==> src/rtl/pll_div_bank.sv <==
// Bank of programmable clock dividers with phase alignment and a lock indicator.
// Optional feature: define PLL_DIV_BANK_READBACK_EN to enable register readback on DO.
`timescale 1ns/1ps
module pll_div_bank #(
   parameter int unsigned NUM_OUT     = 6,
   parameter int unsigned CNT_W       = 8,
   parameter int unsigned LOCK_CYCLES = 64
) (
   input  logic               clk,
   input  logic               RST_N,
   input  logic               PWRDWN,
   input  logic [6:0]         DADDR,
   input  logic               DEN,
   input  logic               DWE,
   input  logic [15:0]        DI,
   output logic [15:0]        DO,
   output logic               DRDY,
   output logic [NUM_OUT-1:0] CLKOUT,
   output logic               LOCKED
);

   localparam int unsigned LCK_W = (LOCK_CYCLES > 1) ? $clog2(LOCK_CYCLES) : 1;

   typedef enum logic [1:0] {STOP, ALIGN, LOCK} state_t;

   state_t             state, state_nxt;
   logic [CNT_W-1:0]   sh_div  [NUM_OUT];
   logic [CNT_W-1:0]   sh_high [NUM_OUT];
   logic [CNT_W-1:0]   sh_ph   [NUM_OUT];
   logic [CNT_W-1:0]   act_div [NUM_OUT];
   logic [CNT_W-1:0]   act_high[NUM_OUT];
   logic [CNT_W-1:0]   act_ph  [NUM_OUT];
   logic [CNT_W-1:0]   cnt     [NUM_OUT];
   logic [LCK_W-1:0]   lock_cnt;
   logic [NUM_OUT-1:0] clkout_r;
   logic               locked_r;
   logic               drdy_r;
   logic               apply_pend;

   logic [4:0]         ch_c;
   logic [1:0]         fld_c;
   logic [CNT_W-1:0]   wd_c;
   logic               ch_ok_c;
   logic               wr_c;
   logic               apply_c;
   logic               enter_align_c;
   logic               lock_done_c;
   logic               di_unused;

   // Start offset so the first rise lands PHASE cycles after a phase-0 channel.
   function automatic logic [CNT_W-1:0] preset_f(input logic [CNT_W-1:0] d,
                                                  input logic [CNT_W-1:0] p);
      logic [CNT_W-1:0] pe;
      pe = (p >= d) ? d - CNT_W'(1) : p;
      return (pe == '0) ? '0 : d - pe;
   endfunction

   function automatic logic [CNT_W-1:0] inc_f(input logic [CNT_W-1:0] c,
                                               input logic [CNT_W-1:0] d);
      logic [CNT_W:0] n;
      n = {1'b0, c} + (CNT_W+1)'(1);
      return (n >= {1'b0, d}) ? '0 : n[CNT_W-1:0];
   endfunction

   assign ch_c      = DADDR[6:2];
   assign fld_c     = DADDR[1:0];
   assign wd_c      = DI[CNT_W-1:0];
   assign di_unused = ^DI;
   assign ch_ok_c   = 32'(ch_c) < NUM_OUT;
   assign wr_c      = DEN & DWE & ch_ok_c;
   assign apply_c   = wr_c & (fld_c == 2'd3) & DI[0];

   // Shadow registers take clamped writes; APPLY snapshots them into the active set.
   always_ff @(posedge clk or negedge RST_N) begin
      if (!RST_N) begin
         for (int i = 0; i < NUM_OUT; i++) begin
            sh_div[i]   <= CNT_W'(2);
            sh_high[i]  <= CNT_W'(1);
            sh_ph[i]    <= '0;
            act_div[i]  <= CNT_W'(2);
            act_high[i] <= CNT_W'(1);
            act_ph[i]   <= '0;
         end
      end else begin
         for (int i = 0; i < NUM_OUT; i++) begin
            if (wr_c && ch_c == 5'(i)) begin
               case (fld_c)
                  2'd0: sh_div[i] <= (wd_c < CNT_W'(2)) ? CNT_W'(2) : wd_c;
                  2'd1: sh_high[i] <= (wd_c == '0) ? CNT_W'(1) :
                                      (wd_c >= sh_div[i]) ? sh_div[i] - CNT_W'(1) : wd_c;
                  2'd2: sh_ph[i] <= (wd_c >= sh_div[i]) ? sh_div[i] - CNT_W'(1) : wd_c;
                  default: ;
               endcase
            end
            if (apply_c) begin
               act_div[i]  <= sh_div[i];
               act_high[i] <= sh_high[i];
               act_ph[i]   <= sh_ph[i];
            end
         end
      end
   end

   always_ff @(posedge clk or negedge RST_N) begin
      if (!RST_N) state <= ALIGN;
      else        state <= state_nxt;
   end

   // Power-down wins over everything; a pending APPLY restarts alignment.
   always_comb begin
      state_nxt     = state;
      enter_align_c = 1'b0;
      lock_done_c   = 1'b0;
      if (PWRDWN) begin
         state_nxt = STOP;
      end else if (apply_pend) begin
         state_nxt     = ALIGN;
         enter_align_c = 1'b1;
      end else begin
         case (state)
            STOP: begin
               state_nxt     = ALIGN;
               enter_align_c = 1'b1;
            end
            ALIGN: begin
               if (lock_cnt == LCK_W'(LOCK_CYCLES - 1)) begin
                  state_nxt   = LOCK;
                  lock_done_c = 1'b1;
               end
            end
            LOCK: ;
            default: begin
               state_nxt     = ALIGN;
               enter_align_c = 1'b1;
            end
         endcase
      end
   end

   // Divider counters, divided clocks and lock tracking.
   always_ff @(posedge clk or negedge RST_N) begin
      if (!RST_N) begin
         for (int i = 0; i < NUM_OUT; i++) cnt[i] <= '0;
         lock_cnt   <= '0;
         clkout_r   <= '0;
         locked_r   <= 1'b0;
         apply_pend <= 1'b0;
      end else begin
         apply_pend <= apply_c;
         if (PWRDWN) begin
            clkout_r <= '0;
            locked_r <= 1'b0;
         end else if (enter_align_c) begin
            for (int i = 0; i < NUM_OUT; i++) cnt[i] <= preset_f(act_div[i], act_ph[i]);
            lock_cnt <= '0;
            clkout_r <= '0;
            locked_r <= 1'b0;
         end else begin
            for (int i = 0; i < NUM_OUT; i++) begin
               clkout_r[i] <= (cnt[i] < act_high[i]);
               cnt[i]      <= inc_f(cnt[i], act_div[i]);
            end
            if (lock_done_c)          locked_r <= 1'b1;
            else if (state == ALIGN)  lock_cnt <= lock_cnt + LCK_W'(1);
            if (apply_c)              locked_r <= 1'b0;
         end
      end
   end

   always_ff @(posedge clk or negedge RST_N) begin
      if (!RST_N) drdy_r <= 1'b0;
      else        drdy_r <= DEN;
   end

`ifdef PLL_DIV_BANK_READBACK_EN
   logic [15:0] rd_c;
   logic [15:0] do_r;

   // Read mux over the shadow fields; out-of-range channels read as zero.
   always_comb begin
      rd_c = '0;
      if (DEN && !DWE && ch_ok_c) begin
         for (int i = 0; i < NUM_OUT; i++) begin
            if (ch_c == 5'(i)) begin
               case (fld_c)
                  2'd0:    rd_c = 16'(sh_div[i]);
                  2'd1:    rd_c = 16'(sh_high[i]);
                  2'd2:    rd_c = 16'(sh_ph[i]);
                  default: rd_c = {15'b0, locked_r};
               endcase
            end
         end
      end
   end

   always_ff @(posedge clk or negedge RST_N) begin
      if (!RST_N) do_r <= '0;
      else        do_r <= rd_c;
   end

   assign DO = do_r;
`else
   assign DO = '0;
`endif

   assign DRDY   = drdy_r;
   assign CLKOUT = clkout_r;
   assign LOCKED = locked_r;

endmodule
==> config.mk <==
export PLATFORM = sky130hd
export DESIGN_NAME = pll_div_bank
export DESIGN_NICKNAME = d
export VERILOG_FILES = /design/src/rtl/pll_div_bank.sv
export SDC_FILE = /design/constraint.sdc
export NUM_CORES = 1
export LEC_CHECK = 0
export CORE_ASPECT_RATIO = 0.9
export CORE_MARGIN = 5
export CORE_UTILIZATION = 35
export CTS_BUF_LIST = sky130_fd_sc_hd__clkbuf_4
export DETAILED_ROUTE_END_ITERATION = 10
export GPL_TIMING_DRIVEN = 0
export REMOVE_ABC_BUFFERS = 1
export SETUP_SLACK_MARGIN = 0.02
export SLEW_MARGIN = 20
export SYNTH_ARGS = -nofsm -noshare
export SYNTH_HDL_FRONTEND = slang
export SYNTH_SLANG_ARGS = --single-unit
==> constraint.sdc <==
create_clock -name clk -period 4.7 [get_ports clk]
set_input_delay 0.94 -clock clk [delete_from_list [all_inputs] [get_ports clk]]
set_output_delay 0.94 -clock clk [all_outputs]
set_load 0.01 [all_outputs]
==> flow_metrics.tcl <==
set metrics [dict create \
    max-slew-margin-rel_pct 22.16 \
    place_inst 3584 \
    maxClockFrequency_mhz 225.4 \
    final_layout_size_suffix_gt1_share_pct 10.12 \
    ys_dominant_reg_cell "dfrtp_1" \
    design.final.nets 3081 \
    rows 90 \
    critical_path.reg2reg.endpoint "cnt[21]" \
    grt.total_usage_pct 16.41 \
    design.die.area_sq_um 73440 \
    timing.reg2reg.setup_slack_ns 0.26 \
    syn_inst 2789 \
    globalplace.congestion 0.8147 \
    area.growth.synth_to_final_pct 10.69 \
    total_switching_power_mw 3.403 \
    floorplan.initialDensity_pct 35.46 \
    cts.reportedPaths.clkPinSlew_ns 0.07 \
    comb_power_share_pct 28.9 \
    post_synth_instance_area_sq_um 23840 \
    root_buffer "clkbuf_4" \
    clkSinkCount 353 \
    path_cells "inv_1, ha_1, a2111o_1, a21oi_4, mux2_2, inv_1, ha_1, a21oi_1, and2_1, nor3b_1, a211o_1, maj3_2, o21a_1, xnor2_1, nor2_1, a221o_1" \
    final_hold_viol_count 0 \
    design.core.area_sq_um 67230 \
    sequential_fraction_of_the_synthesis_area_pct 37.19 \
    seqPwrFrac_pct 40.6 \
    via_density_per_instance 5.113 \
    reg2regPathDepth 16 \
    crit_slowest_cell "dfstp_2" \
    grt_start_max_net_pins 129 \
    totalNegativeSetupSlack_ns 0 \
    power_switching_share_pct 35.65 \
    route.vias.total 19240 \
    ctsHtreeMaxLevel 3 \
    final_cells 3762 \
    synth_warnings 0 \
    crit_arrival_ns 5.15 \
    first_global_vias 18710 \
    clock_tree.buffer_depth 3 \
    static-leakage-power_nw 12.33 \
    cts-buffers-inserted 90 \
    end_kind "flip-flop" \
    floorplan.die.height_um 257.6 \
    synthDominantAreaCellType "dfrtp_1" \
    crit_path_start_kind "flip-flop" \
    dpl_worst_slack_ns -0.2556 \
    max-cap-violations 0 \
    slowest_delay_ns 0.57 \
    critPathCapture "cnt[21]" \
    fin_crit_sh_pct 94.39 \
    setup_viol_count_final 0 \
    drt-initial-drc-count 1388 \
    synth.top_cells.by_count "469 x nand2_1, 337 x o21ai_0, 328 x dfrtp_1" \
    drt-wirelength-per-cell_um 16.16 \
    startpoint_of_the_worst_register_to_register_path "act_div[17]" \
    required_ns 5.41 \
    finalWorstPathRequiredPeriod_ns 4.436 \
    syn_area_per_cell_sq_um 8.548 \
    yosys-top-cells-area "dfrtp_1 34%, ha_1 13%, nand2_1 7.4%, o21ai_0 7.1%, xnor2_1 4.2%" \
    timing.clock.skew_ns 0.06576 \
    p_int_mw 6.142 \
    globalRouteOverflowTotal 0 \
    yosys_register_bits 353 \
    fp.dieW_um 285.1 \
    drc 0 \
    worst_slack_ns 0.2637 \
    hold_path_class "reg -> reg" \
    status "finished, final reports clean" \
    critical_path_peak_fanout 24 \
    report.final.slew_viol_count 0 \
    synth-edff-count 0 \
    drt_pass1_iterations 6 \
    worst-slew-pin-transition_ns 1.164 \
    tritoncts "built" \
    yosysUniqueCellTypes 82 \
    critical_path_class "reg -> reg" \
    p_per_area_nw_per_um2 361.7 \
    rsz_0062_raised_after_global_routing "yes" \
    grt_antenna_before_repair 3 \
    yosysMostFrequentCell "nand2_1" \
    part_of_the_power_in_the_clock_network_pct 30.5 \
    final_core_utilization_pct 39.25 \
    global_route_wire_length_before_repair_mm 100.0 \
    ir_worst_vdd_v 0.0001878 \
    wirelength_mm 60.79 \
    drtAntennaViolNets 0 \
    post-route-cell-area_sq_um 26390 \
    worstSkewPairLatency_ns 0.87 \
    hpwl_mm 42.75 \
    boundaryPins 52 \
    dpl-instance-area_sq_um 25020 \
    postSynth.asyncResetShare_pct 100.0 \
    numPortBuffers 27 \
    netlist.area_leader.share_pct 34.43 \
    startpoint "act_div[17]" \
]
stage by stage:
stage          power, mW  hold WS, ns
3_5_place_dp       6.666       0.4453
6_report           9.545       0.4352
4_1_cts            9.641       0.3886
2_1_floorplan      5.837       0.4342
5_1_grt            10.31       0.4209
3_3_place_gp       6.606       0.4431
what timing repair did:
action | 4_1_cts | 5_1_grt
endpoints found under the setup margin | 5 | 11
resized for setup | 3 | 11
buffers inserted | 0 | 4
hold buffers | 1 | 0
endpoints found under the hold margin | 34 | 0
cloned | 0 | 1
pin swaps | 0 | 1
final cells by class:
class	instances	area [sq um]
fill	6876	40840
multi-input combinational	2114	13800
sequential	353	8866
tap	874	1094
clock buffer	145	1089
inverter	199	754.5
timing repair buffer	50	613.1
clock inverter	25	167.7
antenna	2	5.005
layer usage:
layer	vias up	routed length [um]	share of wire [%]	global-route usage (%)
met5	-	0	0	0
met4	0	1073	1.8	4.153
met3	84	2946	4.8	3.254
met2	357	25650	42	24.48
met1	9102	31120	51	24.39
li1	9693	-	-	-
logic make-up after synthesis:
family | share of synthesized area [%]
buffers and inverters | 5.632
other | 0.01573
AOI/OAI and AO/OA | 17.11
and+or+nand+nor | 17.24
adders and majority gates | 13.45
muxes | 3.816
DFF | 37.19
xor gates and xnor gates | 5.548
power groups by stage:
stage / Sequential, mW / Clock [mW] / Combinational [mW]
after floorplan: 3.78 / 0 / 2.06
after global placement: 3.93 / 0 / 2.67
after detailed placement: 3.92 / 0 / 2.74
after CTS: 3.87 / 3.00 / 2.77
after global routing: 3.93 / 3.17 / 3.21
final: 3.87 / 2.91 / 2.76
layout by cell type (no fill, tap or decap), types with 61 or more instances in the layout:
master / n
a21oi_1: 113
clkbuf_4: 145
dfrtp_1: 327
ha_1: 239
inv_1: 196
nand2_1: 469
nand3_1: 61
nor2_1: 166
o21ai_0: 331
xnor2_1: 113
state kept, by name, indices dropped and copies added, names as in the netlist, 6 cells and up:
name,count
act_ph,48
act_high,48
cnt,48
act_div,48
sh_ph,48
CLKOUT,6
sh_high,48
sh_div,48
lock_cnt,6
critical path: cells and delay by family, from the launching register on:
family                     cells  cell delay [ns]
adders and majority gates      3             0.85
muxes                          1             0.43
DFF                            1             0.57
and+or+nand+nor                3             0.28
xor gates and xnor gates       1             0.14
AOI/OAI and AO/OA              6             1.87
buffers and inverters          2             0.20
how the worst min path moves through the flow:
stage | startpoint | to | slack (ns) | cells past startpoint
finish | sh_ph[25] | act_ph[25] | 0.44 | 2
global placement | sh_high[40] | act_high[40] | 0.44 | 2
detailed placement | sh_high[32] | act_high[32] | 0.45 | 2
global route | PWRDWN | cnt[25] | 0.42 | 3
CTS | PWRDWN | state[0] | 0.39 | 2
floorplan | sh_high[16] | act_high[16] | 0.43 | 2
No activity file was read; power rests on OpenSTA's default activity.
